## src/rtl/x86_sram_bridge.sv

```systemverilog
// x86_sram_bridge: x86cpu byte bus responder serving each byte access from 16-bit async SRAM.
// Optional last-word read cache enabled by defining X86_SRAM_LAST_WORD_CACHE_EN.
module x86_sram_bridge #(
  parameter int WAIT_STATES = 2,
  parameter int ADDR_W      = 20
) (
  input  logic              clock,
  input  logic              reset_n,
  input  logic [ADDR_W-1:0] cpu_address,
  input  logic [7:0]        cpu_o_data,
  input  logic              cpu_wr,
  output logic [7:0]        cpu_i_data,
  output logic              cpu_locked,
  output logic [ADDR_W-2:0] sram_addr,
  input  logic [15:0]       sram_dq_i,
  output logic [15:0]       sram_dq_o,
  output logic              sram_dq_oe,
  output logic              sram_ce_n,
  output logic              sram_oe_n,
  output logic              sram_we_n,
  output logic              sram_ub_n,
  output logic              sram_lb_n
);
  localparam logic [1:0] S_IDLE   = 2'd0;
  localparam logic [1:0] S_ACCESS = 2'd1;
  localparam logic [1:0] S_DONE   = 2'd2;

  if (WAIT_STATES < 1 || WAIT_STATES > 15) begin : g_bad_wait_states
    $error("x86_sram_bridge: WAIT_STATES must be in 1..15");
  end

  logic [1:0] r_state;
  logic [3:0] r_cnt;
  logic       r_req_wr;
  logic       r_req_lane;
  logic [7:0] w_rd_byte;
  logic       w_hit;
  logic [7:0] w_hit_byte;

  assign w_rd_byte = r_req_lane ? sram_dq_i[15:8] : sram_dq_i[7:0];

`ifdef X86_SRAM_LAST_WORD_CACHE_EN
  logic [15:0]       r_cache_word;
  logic [ADDR_W-2:0] r_cache_tag;
  logic              r_cache_valid;
  logic              w_tag_match;

  assign w_tag_match = r_cache_valid && (r_cache_tag == cpu_address[ADDR_W-1:1]);
  assign w_hit       = w_tag_match && !cpu_wr;
  assign w_hit_byte  = cpu_address[0] ? r_cache_word[15:8] : r_cache_word[7:0];

  // writes keep the cached word coherent; reads refill it as the SRAM word is captured
  always_ff @(posedge clock) begin
    if (!reset_n) begin
      r_cache_valid <= 1'b0;
      r_cache_tag   <= '0;
      r_cache_word  <= '0;
    end else if (r_state == S_IDLE && cpu_wr && w_tag_match) begin
      if (cpu_address[0]) r_cache_word[15:8] <= cpu_o_data;
      else r_cache_word[7:0] <= cpu_o_data;
    end else if (r_state == S_ACCESS && r_cnt == 4'd0 && !r_req_wr) begin
      r_cache_valid <= 1'b1;
      r_cache_tag   <= sram_addr;
      r_cache_word  <= sram_dq_i;
    end
  end
`else
  assign w_hit      = 1'b0;
  assign w_hit_byte = 8'h00;
`endif

  always_ff @(posedge clock) begin
    if (!reset_n) begin
      r_state    <= S_IDLE;
      r_cnt      <= 4'd0;
      r_req_wr   <= 1'b0;
      r_req_lane <= 1'b0;
      cpu_locked <= 1'b0;
      cpu_i_data <= 8'h00;
      sram_addr  <= '0;
      sram_dq_o  <= 16'h0000;
      sram_dq_oe <= 1'b0;
      sram_ce_n  <= 1'b1;
      sram_oe_n  <= 1'b1;
      sram_we_n  <= 1'b1;
      sram_ub_n  <= 1'b1;
      sram_lb_n  <= 1'b1;
    end else begin
      case (r_state)
        S_IDLE: begin
          r_req_wr   <= cpu_wr;
          r_req_lane <= cpu_address[0];
          sram_addr  <= cpu_address[ADDR_W-1:1];
          sram_dq_o  <= {cpu_o_data, cpu_o_data};
          r_cnt      <= 4'(WAIT_STATES);
          if (w_hit) begin
            r_state    <= S_DONE;
            cpu_locked <= 1'b1;
            cpu_i_data <= w_hit_byte;
          end else begin
            r_state    <= S_ACCESS;
            sram_ce_n  <= 1'b0;
            sram_oe_n  <= cpu_wr;
            sram_we_n  <= ~cpu_wr;
            sram_dq_oe <= cpu_wr;
            sram_ub_n  <= ~cpu_address[0];
            sram_lb_n  <= cpu_address[0];
          end
        end
        S_ACCESS: begin
          // we_n rises one clock before the end so data is held past the write pulse
          if (r_cnt == 4'd1) sram_we_n <= 1'b1;
          if (r_cnt == 4'd0) begin
            r_state    <= S_DONE;
            cpu_locked <= 1'b1;
            sram_ce_n  <= 1'b1;
            sram_oe_n  <= 1'b1;
            sram_we_n  <= 1'b1;
            sram_ub_n  <= 1'b1;
            sram_lb_n  <= 1'b1;
            sram_dq_oe <= 1'b0;
            if (!r_req_wr) cpu_i_data <= w_rd_byte;
          end else begin
            r_cnt <= r_cnt - 4'd1;
          end
        end
        default: begin
          r_state    <= S_IDLE;
          cpu_locked <= 1'b0;
        end
      endcase
    end
  end
endmodule

```

## config.mk

```make
export PLATFORM = sky130hd
export DESIGN_NAME = x86_sram_bridge
export DESIGN_NICKNAME = d
export VERILOG_FILES = /design/src/rtl/x86_sram_bridge.sv
export SDC_FILE = /design/constraint.sdc
export NUM_CORES = 1
export LEC_CHECK = 0
export ABC_AREA = 0
export CAP_MARGIN = 0
export CORE_MARGIN = 10
export CORE_UTILIZATION = 39
export CTS_CLUSTER_DIAMETER = 120
export DETAILED_ROUTE_END_ITERATION = 7
export HOLD_SLACK_MARGIN = 0.12
export PLACE_DENSITY_LB_ADDON = 0.2
export SLEW_MARGIN = 20
export SYNTH_ARGS = -nofsm -noshare
export SYNTH_HDL_FRONTEND = slang
export SYNTH_SLANG_ARGS = --single-unit
```

## constraint.sdc

```tcl
create_clock -name clock -period 1.65 [get_ports clock]
set_input_delay 0.2475 -clock clock [delete_from_list [all_inputs] [get_ports clock]]
set_output_delay 0.2475 -clock clock [all_outputs]
set_load 0.01 [all_outputs]
```

==> results_dict.tcl, run 1 <==
set metrics [dict create \
    status "finished clean" \
    worstRegToRegCells 5 \
    most_frequently_used_cell_type_in_the_post_synthesis_netlist "sky130_fd_sc_hd__nand2_1" \
    die_h_um 93.70 \
    final_area_mm2 0.003258 \
    drc 0 \
    crit_slowest_cell "sky130_fd_sc_hd__or3b_4" \
    worst_slew_pin_slew_ns 0.5048 \
    final_hold_viol_count 0 \
    area_delta_synth_final_pct 53.81 \
    setup_tns_ns 0 \
    coreArea_mm2 0.005172 \
    synth_sequential_area_ratio_pct 47.25 \
    ys_ff_latch 50 \
    ctsResizeCount 0 \
    power_mw 3.542 \
    fmax_mhz 643.9 \
    crit_path_launch "r_cnt[1]" \
    grt_max_degree 34 \
    cp-start-kind "flop" \
    hp-class "reg2reg" \
    synth_top_cell_area_share_pct 47.25 \
    pwr_density_cell_mw_per_mm2 1087 \
    ys_types 33 \
    required_ns 1.90 \
    io_pins 97 \
    grt_util_met2_pct 20.10 \
    endpoint_arrival_time_on_the_critical_path_ns 1.80 \
    cts_made_buffers 5 \
    final_net_count 369 \
    post_synthesis_cell_count 231 \
    busiest_layer "met2" \
    globalRoute.totalOverflow 0 \
    starting_utilization_of_the_core_area_pct 40.95 \
    gpl.final_weighted_congestion 0.7666 \
    post-route-min-period_ns 1.553 \
    vdd_ir_drop_max_v 0.0005168 \
    via_count 1872 \
    antenna_violating_nets_post_route 0 \
    clock_tree.htree_level_count 2 \
    grt_usage_pct 12.88 \
    slew_limit_fails 0 \
    hp-start "sram_ce_n" \
    total_leakage_power_nw 1.353 \
    gr-usage-met1_pct 16.21 \
    detailedRoute.firstIterationViolations 57 \
    path_class "reg2reg" \
    fin_ws_ns 0.09706 \
    postSynth.asyncResetShare_pct 0 \
    post-place-cells 383 \
    worstSetupEndpointType "flop" \
    worst_path_maximum_fanout 8 \
    grt_pass1_wl_um 9294 \
    placement_rows 26 \
    post_cts_hold_buffer_count 0 \
    holdPathStages 2 \
    layout_worst_path_cycle_share_pct 94.12 \
    synth_enable_flop_cells 0 \
    vias_per_cell 4.788 \
    drv_cap 0 \
    final_core_util_pct 62.99 \
    whs_endpoint "sram_ce_n" \
    r2r_slack_ns 0.1 \
    maxSlewHeadroom_pct 66.20 \
    clock_latency_ns 0.30 \
    grt_setup_unrepaired "false" \
    series_of_cell_instances_along_the_critical_path "inv_1 -> ha_4 -> or3b_4 -> nor3_4 -> o211a_1" \
    crit-reg2reg-capture "cpu_i_data[1]" \
    antennaDiodeCount 0 \
    clk_pin_slew_worst_paths_ns 0.10 \
    finalClockSkew_ns 0.01702 \
    first_global_vias 1800 \
    die_x_um 93.70 \
    cts.root.buffer_cell "sky130_fd_sc_hd__clkbuf_8" \
    synthTopCellsByArea "sky130_fd_sc_hd__dfxtp_1 (47%), sky130_fd_sc_hd__nand2_1 (11%), sky130_fd_sc_hd__a21boi_0 (9.6%)" \
    cell_type_with_the_highest_aggregate_area_in_the_netlist "sky130_fd_sc_hd__dfxtp_1" \
    placed_area_mm2 0.003097 \
    placement.io_buffers 96 \
    synth-main-ff-cell "sky130_fd_sc_hd__dfxtp_1" \
    dpl_worst_slack_ns 0.04001 \
    layout-drive-gt1-share_pct 8.411 \
    global_route.usage.met3_pct 6.075 \
    worst_hold_slack_ns 0.4526 \
    drt-wirelength-per-cell_um 14.68 \
    mappedNetlistNets 280 \
    setup_violations 0 \
    detailedRoute.firstPassIterationCount 4 \
    synth-warning-count 0 \
    die_area_mm2 0.008780 \
    max_root_sink_buffers 2 \
    synthesis.area_per_instance_um2 9.170 \
    clock-sinks 50 \
    antenna_found_initial 0 \
    postCtsSetupRepairBufs 0 \
    crit_path_max_incr_delay_ns 0.40 \
    post-dp-hpwl_um 4399 \
    netlist_area_mm2 0.002118 \
    routed_wl_um 5741 \
    finish.cell_count_without_fillers 391 \
    r2r_start "r_cnt[1]" \
    cts_tree "done" \
    netlist_top_cells_count "sky130_fd_sc_hd__nand2_1 (63), sky130_fd_sc_hd__dfxtp_1 (50), sky130_fd_sc_hd__a21boi_0 (27)" \
]
-- cells by family after synthesis --
kind of cell	Yosys count	share of synthesized area [%]
compound gates	52	19.20
fa+ha+maj	2	1.181
buf+inv	27	7.914
flops	50	47.25
mux	8	3.780
simple gates	92	20.67
-- state kept, by name, indices dropped and copies added (netlist names), 2 cells and up --
signal,count
sram_addr,19
sram_dq_o,8
r_cnt,4
r_state,2
cpu_i_data,8
-- area by class of cell --
cell class              instances  area [um2]
inverters                       4       15.01
clock buffers                   6       82.58
clock inverters                 2       60.06
multi-input cells             154       970.9
fillers                       430        1914
well taps                      70       87.58
repair buffers                105        1041
flip-flops and latches         50        1001
-- where the power goes --
group / internal [mW] / total [mW] / switching (mW)
Combinational: 0.577 / 1.04 / 0.463
Sequential: 1.36 / 1.46 / 0.0996
Clock: 0.647 / 1.05 / 0.400
-- routing by layer --
| layer | vias up | part of all wire [%] |
|---|---|---|
| li1 | 952 | - |
| met1 | 848 | 45 |
| met2 | 68 | 45 |
| met3 | 4 | 9.8 |
| met4 | 0 | 0.37 |
| met5 | - | 0 |
-- critical path: cells and delay by family (launching register included) --
kind | cells | cell delay [ns]
AO/OA/AOI/OAI | 1 | 0.19
adder cells (fa/ha/maj) | 1 | 0.17
buffers and inverters | 1 | 0.12
flip-flops | 1 | 0.33
AND/OR/NAND/NOR | 2 | 0.69
-- how the worst max path moves through the flow --
stage | end | cells after the start
floorplan | r_cnt[3] | 5
global placement | cpu_i_data[5] | 5
detailed placement | cpu_i_data[1] | 5
CTS | cpu_i_data[1] | 5
global route | cpu_i_data[1] | 5
finish | cpu_i_data[1] | 5
-- cell usage in the layout, fill, tap and decap left out, types with 2 or more instances in the layout --
master,instances
sky130_fd_sc_hd__nand3_1,12
sky130_fd_sc_hd__a21boi_0,27
sky130_fd_sc_hd__a21boi_1,5
sky130_fd_sc_hd__o211a_1,9
sky130_fd_sc_hd__and3_1,2
sky130_fd_sc_hd__clkbuf_8,6
sky130_fd_sc_hd__inv_1,4
sky130_fd_sc_hd__nor2_1,2
sky130_fd_sc_hd__buf_4,8
sky130_fd_sc_hd__o211ai_1,2
sky130_fd_sc_hd__a21oi_1,2
sky130_fd_sc_hd__bufinv_16,2
sky130_fd_sc_hd__dfxtp_1,50
sky130_fd_sc_hd__mux2i_1,8
sky130_fd_sc_hd__o21ai_0,3
sky130_fd_sc_hd__o311a_1,2
sky130_fd_sc_hd__clkdlybuf4s50_1,96
sky130_fd_sc_hd__nand2_1,63
Note: power is estimated with default switching activity, not from simulation.
==> run 2: changes to the inputs <==
--- a/config.mk
+++ b/config.mk
@@ -10,6 +10,7 @@
 export CORE_MARGIN = 10
 export CORE_UTILIZATION = 39
 export CTS_CLUSTER_DIAMETER = 120
+export CTS_CLUSTER_SIZE = 16
 export DETAILED_ROUTE_END_ITERATION = 7
 export HOLD_SLACK_MARGIN = 0.12
 export PLACE_DENSITY_LB_ADDON = 0.2
==> results of run 2 <==
The final DEF is identical to that of run 1; final timing and power are the same.
==> run 3: changes to the inputs <==
--- a/config.mk
+++ b/config.mk
@@ -6,6 +6,7 @@
 export NUM_CORES = 1
 export LEC_CHECK = 0
 export ABC_AREA = 0
+export ABC_CLOCK_PERIOD_IN_PS = 1650
 export CAP_MARGIN = 0
 export CORE_MARGIN = 10
 export CORE_UTILIZATION = 39
==> results of run 3 <==
The final DEF is identical to that of run 1; final timing and power are the same.
